File: src/rtl/fpu_issue_arbiter_pkg.sv
// ============================================================================
// Module   : fpu_issue_arbiter_pkg
// Brief    : Shared FP operand/opcode types and arbiter state encoding.
// Revision : 1.0 - initial release
// ============================================================================
`default_nettype none

package fpu_issue_arbiter_pkg;

    typedef enum logic [1:0] {
        FT_HALF   = 2'b00,
        FT_SINGLE = 2'b01,
        FT_DOUBLE = 2'b10,
        FT_RSVD   = 2'b11
    } fType_t;

    typedef struct packed {
        logic [1:0]  ftype;
        logic [63:0] value;
    } float_t;

    localparam int FLOAT_W = $bits(float_t);

    typedef enum logic [1:0] {
        OP_ADD = 2'd0,
        OP_SUB = 2'd1,
        OP_MUL = 2'd2,
        OP_DIV = 2'd3
    } fpOp_t;

    typedef enum logic [1:0] {
        ST_IDLE  = 2'd0,
        ST_ISSUE = 2'd1,
        ST_BUSY  = 2'd2,
        ST_RESP  = 2'd3
    } fpuArbState_t;

    function automatic logic is_valid_ftype(input logic [1:0] ftype);
        return ftype != FT_RSVD;
    endfunction

endpackage

`default_nettype wire

File: src/rtl/fpu_issue_arbiter_rr_picker.sv
// ============================================================================
// Module   : fpu_issue_arbiter_rr_picker
// Brief    : One-hot round-robin picker; first request at or after the pointer.
// Revision : 1.0 - initial release
// ============================================================================
`default_nettype none

module fpu_issue_arbiter_rr_picker #(
    parameter int N  = 4,
    parameter int IW = (N > 1) ? $clog2(N) : 1
) (
    input  logic [N-1:0]  i_req,
    input  logic [IW-1:0] i_ptr,
    output logic [N-1:0]  o_grant,
    output logic [IW-1:0] o_grant_idx,
    output logic          o_any
);

    logic [IW:0]   w_sum;
    logic [IW-1:0] w_idx;

    always_comb begin
        o_grant     = '0;
        o_grant_idx = '0;
        o_any       = 1'b0;
        w_sum       = '0;
        w_idx       = '0;
        for (int i = 0; i < N; i++) begin
            // Wrap the candidate index without a modulo so non-power-of-two N works
            w_sum = {1'b0, i_ptr} + (IW+1)'(i);
            if (w_sum >= (IW+1)'(N)) begin
                w_sum = w_sum - (IW+1)'(N);
            end
            w_idx = w_sum[IW-1:0];
            if (!o_any && i_req[w_idx]) begin
                o_any          = 1'b1;
                o_grant[w_idx] = 1'b1;
                o_grant_idx    = w_idx;
            end
        end
    end

endmodule

`default_nettype wire

File: src/rtl/fpu_issue_arbiter.sv
// ============================================================================
// Module   : fpu_issue_arbiter
// Brief    : Round-robin sharing of one non-pipelined FP unit with format
//            pre-check, held response and BUSY watchdog.
// Revision : 1.0 - initial release
// ============================================================================
`default_nettype none

module fpu_issue_arbiter
    import fpu_issue_arbiter_pkg::*;
#(
    parameter int NUM_REQ  = 4,
    parameter int MAX_WAIT = 64
) (
    input  logic                            clk,
    input  logic                            rst,
    input  logic [NUM_REQ-1:0]              req_valid,
    output logic [NUM_REQ-1:0]              req_ready,
    input  logic [NUM_REQ-1:0][1:0]         req_op,
    input  logic [NUM_REQ-1:0][FLOAT_W-1:0] req_a,
    input  logic [NUM_REQ-1:0][FLOAT_W-1:0] req_b,
    output logic                            fpu_start,
    output logic [1:0]                      fpu_op,
    output logic [FLOAT_W-1:0]              fpu_a,
    output logic [FLOAT_W-1:0]              fpu_b,
    input  logic                            fpu_done,
    input  logic [FLOAT_W-1:0]              fpu_result,
    output logic                            resp_valid,
    output logic [$clog2(NUM_REQ)-1:0]      resp_id,
    output logic [FLOAT_W-1:0]              resp_result,
    output logic                            resp_error,
    input  logic                            resp_ready
);

    localparam int                c_IW        = $clog2(NUM_REQ);
    localparam int                c_WW        = (MAX_WAIT > 1) ? $clog2(MAX_WAIT) : 1;
    localparam logic [c_WW-1:0]   c_WAIT_LAST = c_WW'(MAX_WAIT - 1);
    localparam logic [c_IW-1:0]   c_ID_LAST   = c_IW'(NUM_REQ - 1);

    fpuArbState_t        r_state;
    fpuArbState_t        w_next_state;
    logic [c_IW-1:0]     r_rr_ptr;
    logic [c_IW-1:0]     r_id;
    fpOp_t               r_op;
    float_t              r_a;
    float_t              r_b;
    logic [FLOAT_W-1:0]  r_result;
    logic                r_error;
    logic [c_WW-1:0]     r_wait;

    logic [NUM_REQ-1:0]  w_grant;
    logic [c_IW-1:0]     w_grant_idx;
    logic                w_any;
    float_t              w_sel_a;
    float_t              w_sel_b;
    logic                w_fmt_ok;
    logic                w_timeout;

    fpu_issue_arbiter_rr_picker #(
        .N  (NUM_REQ),
        .IW (c_IW)
    ) u_picker (
        .i_req       (req_valid),
        .i_ptr       (r_rr_ptr),
        .o_grant     (w_grant),
        .o_grant_idx (w_grant_idx),
        .o_any       (w_any)
    );

    assign w_sel_a   = float_t'(req_a[w_grant_idx]);
    assign w_sel_b   = float_t'(req_b[w_grant_idx]);
    assign w_fmt_ok  = (w_sel_a.ftype == w_sel_b.ftype) && is_valid_ftype(w_sel_a.ftype);
    assign w_timeout = (r_wait == c_WAIT_LAST);

    always_ff @(posedge clk) begin
        if (rst) begin
            r_state <= ST_IDLE;
        end else begin
            r_state <= w_next_state;
        end
    end

    always_comb begin
        w_next_state = r_state;
        req_ready    = '0;
        fpu_start    = 1'b0;
        resp_valid   = 1'b0;
        unique case (r_state)
            ST_IDLE: begin
                req_ready = w_grant;
                if (w_any) begin
                    w_next_state = w_fmt_ok ? ST_ISSUE : ST_RESP;
                end
            end
            ST_ISSUE: begin
                fpu_start    = 1'b1;
                w_next_state = ST_BUSY;
            end
            ST_BUSY: begin
                if (fpu_done || w_timeout) begin
                    w_next_state = ST_RESP;
                end
            end
            ST_RESP: begin
                resp_valid = 1'b1;
                if (resp_ready) begin
                    w_next_state = ST_IDLE;
                end
            end
            default: w_next_state = ST_IDLE;
        endcase
    end

    always_ff @(posedge clk) begin
        if (rst) begin
            r_rr_ptr <= '0;
            r_id     <= '0;
            r_op     <= OP_ADD;
            r_a      <= '0;
            r_b      <= '0;
            r_result <= '0;
            r_error  <= 1'b0;
            r_wait   <= '0;
        end else begin
            unique case (r_state)
                ST_IDLE: begin
                    if (w_any) begin
                        r_id  <= w_grant_idx;
                        r_op  <= fpOp_t'(req_op[w_grant_idx]);
                        r_a   <= w_sel_a;
                        r_b   <= w_sel_b;
                        r_error  <= !w_fmt_ok;
                        r_result <= '0;
                    end
                end
                ST_ISSUE: begin
                    r_wait <= '0;
                end
                ST_BUSY: begin
                    // A done on the watchdog's final cycle still counts as success
                    if (fpu_done) begin
                        r_result <= fpu_result;
                        r_error  <= 1'b0;
                    end else if (w_timeout) begin
                        r_result <= '0;
                        r_error  <= 1'b1;
                    end else begin
                        r_wait <= r_wait + c_WW'(1);
                    end
                end
                ST_RESP: begin
                    if (resp_ready) begin
                        r_rr_ptr <= (r_id == c_ID_LAST) ? '0 : r_id + c_IW'(1);
                    end
                end
                default: ;
            endcase
        end
    end

    assign fpu_op      = r_op;
    assign fpu_a       = r_a;
    assign fpu_b       = r_b;
    assign resp_id     = r_id;
    assign resp_result = r_result;
    assign resp_error  = r_error;

endmodule

`default_nettype wire
File: config.mk
export PLATFORM = sky130hd
export DESIGN_NAME = fpu_issue_arbiter
export DESIGN_NICKNAME = d
export VERILOG_FILES = /design/src/rtl/fpu_issue_arbiter_pkg.sv /design/src/rtl/fpu_issue_arbiter_rr_picker.sv /design/src/rtl/fpu_issue_arbiter.sv
export SDC_FILE = /design/constraint.sdc
export NUM_CORES = 1
export LEC_CHECK = 0
export ABC_CLOCK_PERIOD_IN_PS = 4000
export BUFFER_PORTS_ARGS = -buffer_cell sky130_fd_sc_hd__buf_4
export CAP_MARGIN = 20
export CORE_AREA = 10 10 310 312
export DETAILED_ROUTE_END_ITERATION = 12
export DIE_AREA = 0 0 320 322
export PLACE_DENSITY = 0.31
export SYNTH_ARGS = -nofsm -noshare
export SYNTH_HDL_FRONTEND = slang
export SYNTH_HIERARCHICAL = 1
export SYNTH_SLANG_ARGS = --single-unit
File: constraint.sdc
create_clock -name clk -period 4 [get_ports clk]
set_clock_uncertainty 0.2 [all_clocks]
set_input_delay 0.4 -clock clk [delete_from_list [all_inputs] [get_ports clk]]
set_output_delay 0.4 -clock clk [all_outputs]
set_load 0.02 [all_outputs]
==> reports/qor.csv <==
metric,value,unit
Hold Crit Class,primary input to flip-flop,
Critical Path Sink,fpu_b[6]$_SDFFE_PP0P_,
PwrDens,574,mW/mm²
Mapped Cells,1169,
die width,320,µm
Max Cap Viol,0,
fin cells,3232,
Iter 0 DRT Violations,470,
CP Launch Point,r_rr_ptr[1]$_SDFFE_PP0P_,
Slew Limit Fails,0,
share of cells above drive strength 1,51.7,%
"Remaining Overflow, GRT",0,
mux share of post-synthesis cell area,28.3,%
total CTS buffers,31,
synthesized area,0.0112,mm²
Post-synth ARST share,0,%
Placed Cells,3105,
die height,322,µm
Sink Count,213,
CP Cell Sequence,inv_1 -> ha_1 -> mux4_2 -> and2b_2 -> o21ai_0 -> o31ai_4 -> buf_4 -> buf_12 -> buf_12 -> mux4_2 -> nand2_1 -> a21oi_1,
crit path max fanout,20,
TritonCTS clock tree,done,
H-tree levels,1,
FP Rows,110,
R2R setup slack,320,ps
Detail Placement HPWL,60500,µm
Placeable Area,0.0896,mm²
post-CTS setup buffers,0,
Fin. Hold Viols,0,
critical path required time,4250,ps
vias in the first global route,14000,
worst r2r src,r_rr_ptr[1]$_SDFFE_PP0P_,
post-synthesis xor/xnor area fraction,0.392,%
drt pass-1 iters,4,
Setup-failing EPs final,0,
largest cells by area after synthesis,"dfxtp_1 (38%), mux4_2 (27%), nand2_1 (12%), a21oi_1 (9.4%), nand3_1 (3.0%)",
critical path type,flip-flop to flip-flop,
cell taking the most area after synthesis,dfxtp_1,
critical path's largest stage delay,520,ps
Post-route DRC,0,
area fraction in compound gates after synthesis,11.2,%
Die ar.,0.103,mm²
critical path endpoint category,flip-flop,
TNS Setup,0,ps
CTS root buf,clkbuf_16,
worst vdd rail ir drop,0.342,mV
Total Routing Usage GR,13.5,%
largest family of logic cells by synthesized area,multiplexers,
crit path DAT,3930,ps
setup ws final,319,ps
Via Count,12700,
syn_nets,1791,
period utilization,92.0,%
Post-Route WL,73800,µm
worst r2r path cells,12,
Synth Area in Adders,1.34,%
Final GP Congestion,0.790,
r2r endpoint,fpu_b[6]$_SDFFE_PP0P_,
Crit-path slowest cell,mux4_2,
DP Worst Slack,284,ps
# IOs,819,
maximum operating frequency,0.272,GHz
clock slew at reported path FFs,50,ps
Worst Max-Slew Pin Slew,834,ps
DR vias/cell,3.93,
warnings from Yosys,6,
"Net count, final",2651,
slew margin rel.,44.4,%
Synth Flop Type,dfxtp_1,
first-pass GRT wire length,103000,µm
area added between synthesis and finish,84.8,%
initial core utilization,12.5,%
clk_lat worst skew,590,ps
crit path time final,3680,ps
number of synthesized register bits,213,
post-synthesis simple-gate area fraction,16.4,%
Cell variety after synth,41,
register area share after synthesis,38.2,%
IO buf count,818,
Avg WL per Cell,22.8,µm
unrepaired setup endpoints after global routing,no,
largest net degree at the start of global routing,83,
Pleak,0.00871,µW
run status,finished clean,
initial antenna violation count,11,
clock buffer depth,3,
antenna-violating nets left,0,
"EDFF count, synth",0,
crit start category,flip-flop,
share of the synthesized area in the top cell type,38.2,%
Avg Inst Size Synth,9.56,µm²
-- worst min-delay path by stage --
stage                                             from                           end  slack, ps  cells past startpoint
after floorplan                 r_wait[1]$_SDFFE_PP0P_        r_wait[1]$_SDFFE_PP0P_        250                      2
after global placement    resp_result[57]$_SDFFE_PP0P_  resp_result[57]$_SDFFE_PP0P_        240                      2
after detailed placement  resp_result[39]$_SDFFE_PP0P_  resp_result[39]$_SDFFE_PP0P_        240                      2
after CTS                                     req_b[1]         fpu_b[1]$_SDFFE_PP0P_         20                      4
after global routing                         req_b[36]        fpu_b[36]$_SDFFE_PP0P_         40                      4
final                                         fpu_done       resp_error$_SDFFE_PP0P_         60                      3
-- cell usage after synthesis (all sizes together), types with 2 or more instances --
cell type and instances:
and2 6, mux2i 3, clkbuf 74, xor2 4
nand3 67, nand2 345, inv 8, ha 12
a21oi 209, buf 33, nor3 2, and3 2
o2111ai 2, o21ai 7, nor2b 2, a22oi 8
dfxtp 213, nand2b 4, nor2 12, mux4 138
-- sequential cells by signal, summed over array words and instances (netlist names) --
signal       count
fpu_a           66
fpu_b           66
resp_result     66
r_wait           6
fpu_op           2
r_rr_ptr         2
r_state          2
resp_id          2
resp_error       1
-- repair_timing --
action,4_1_cts,5_1_grt
endpoints found under the hold margin,68,0
resized for setup,0,0
hold buffers,67,0
-- critical path: cells and delay by family, from the launching register on --
| kind | cells | cell delay, ps |
|---|---|---|
| muxes | 2 | 960 |
| buffers and inverters | 4 | 810 |
| and+or+nand+nor | 2 | 390 |
| AOI/OAI and AO/OA | 3 | 390 |
| DFF | 1 | 380 |
| adders and majority gates | 1 | 360 |
-- per-stage QoR --
step	total power (µW)	area, µm²	util, %	hold slack [ps]
floorplan	6210	11200	-	249
global placement	9130	18900	21.1	241
detailed placement	9150	18900	21.1	243
CTS	12200	20600	23.0	17.1
global route	12700	20700	23.0	35.4
finish	11800	20700	23.0	56.8
-- report_power, final --
| part | switching, µW | leakage, µW | total [µW] | internal [µW] |
|---|---|---|---|---|
| clock | 1130 | 0.000508 | 2880 | 1750 |
| sequential | 321 | 0.00174 | 2980 | 2660 |
| combinational | 3450 | 0.00646 | 5990 | 2540 |
| total | 4900 | 0.00871 | 11800 | 6950 |
-- per-layer routing --
layer  track usage [%]  up-vias  routed length (µm)  part of all wire [%]
met5                 0        -                  55                 0.075
met4              3.02        8                1230                   1.7
met3              5.26       71                6720                   9.1
met2              25.9      490               39900                    54
met1              13.4     6183               25900                    35
li1                  -     5937                   -                     -
-- logic make-up after synthesis --
group | after synthesis
xor gates and xnor gates | 5
adders and majority gates | 12
and+or+nand+nor | 445
AOI/OAI and AO/OA | 237
DFF | 213
buffers and inverters | 115
muxes | 142
-- cell usage in the layout, fill, tap and decap left out, types with 3 or more instances in the layout --
master         count
nand2b_1           4
buf_4            853
clkbuf_8           7
a22oi_1            8
and2_1             4
o21ai_0            7
a21oi_1          208
mux4_2           136
clkinv_2           3
xor2_1             4
nand2_1          344
diode_2            3
mux2i_1            3
dfxtp_1          213
clkbuf_1          10
clkbuf_16         31
nor2_1            12
nand3_1           67
ha_1              12
buf_12            13
dlygate4sd3_1     67
bufinv_16          3
inv_1              8
-- layout make-up --
type / instances / area [µm²]
clock buffers: 48 / 910
fillers: 9795 / 68900
inverters: 8 / 30.0
diodes: 3 / 7.51
well taps: 1176 / 1470
repair buffers: 934 / 7350
clock inverters: 9 / 140
multi-input cells: 841 / 6480
flip-flops and latches: 213 / 4260
Power figures use the tool's default switching activity.
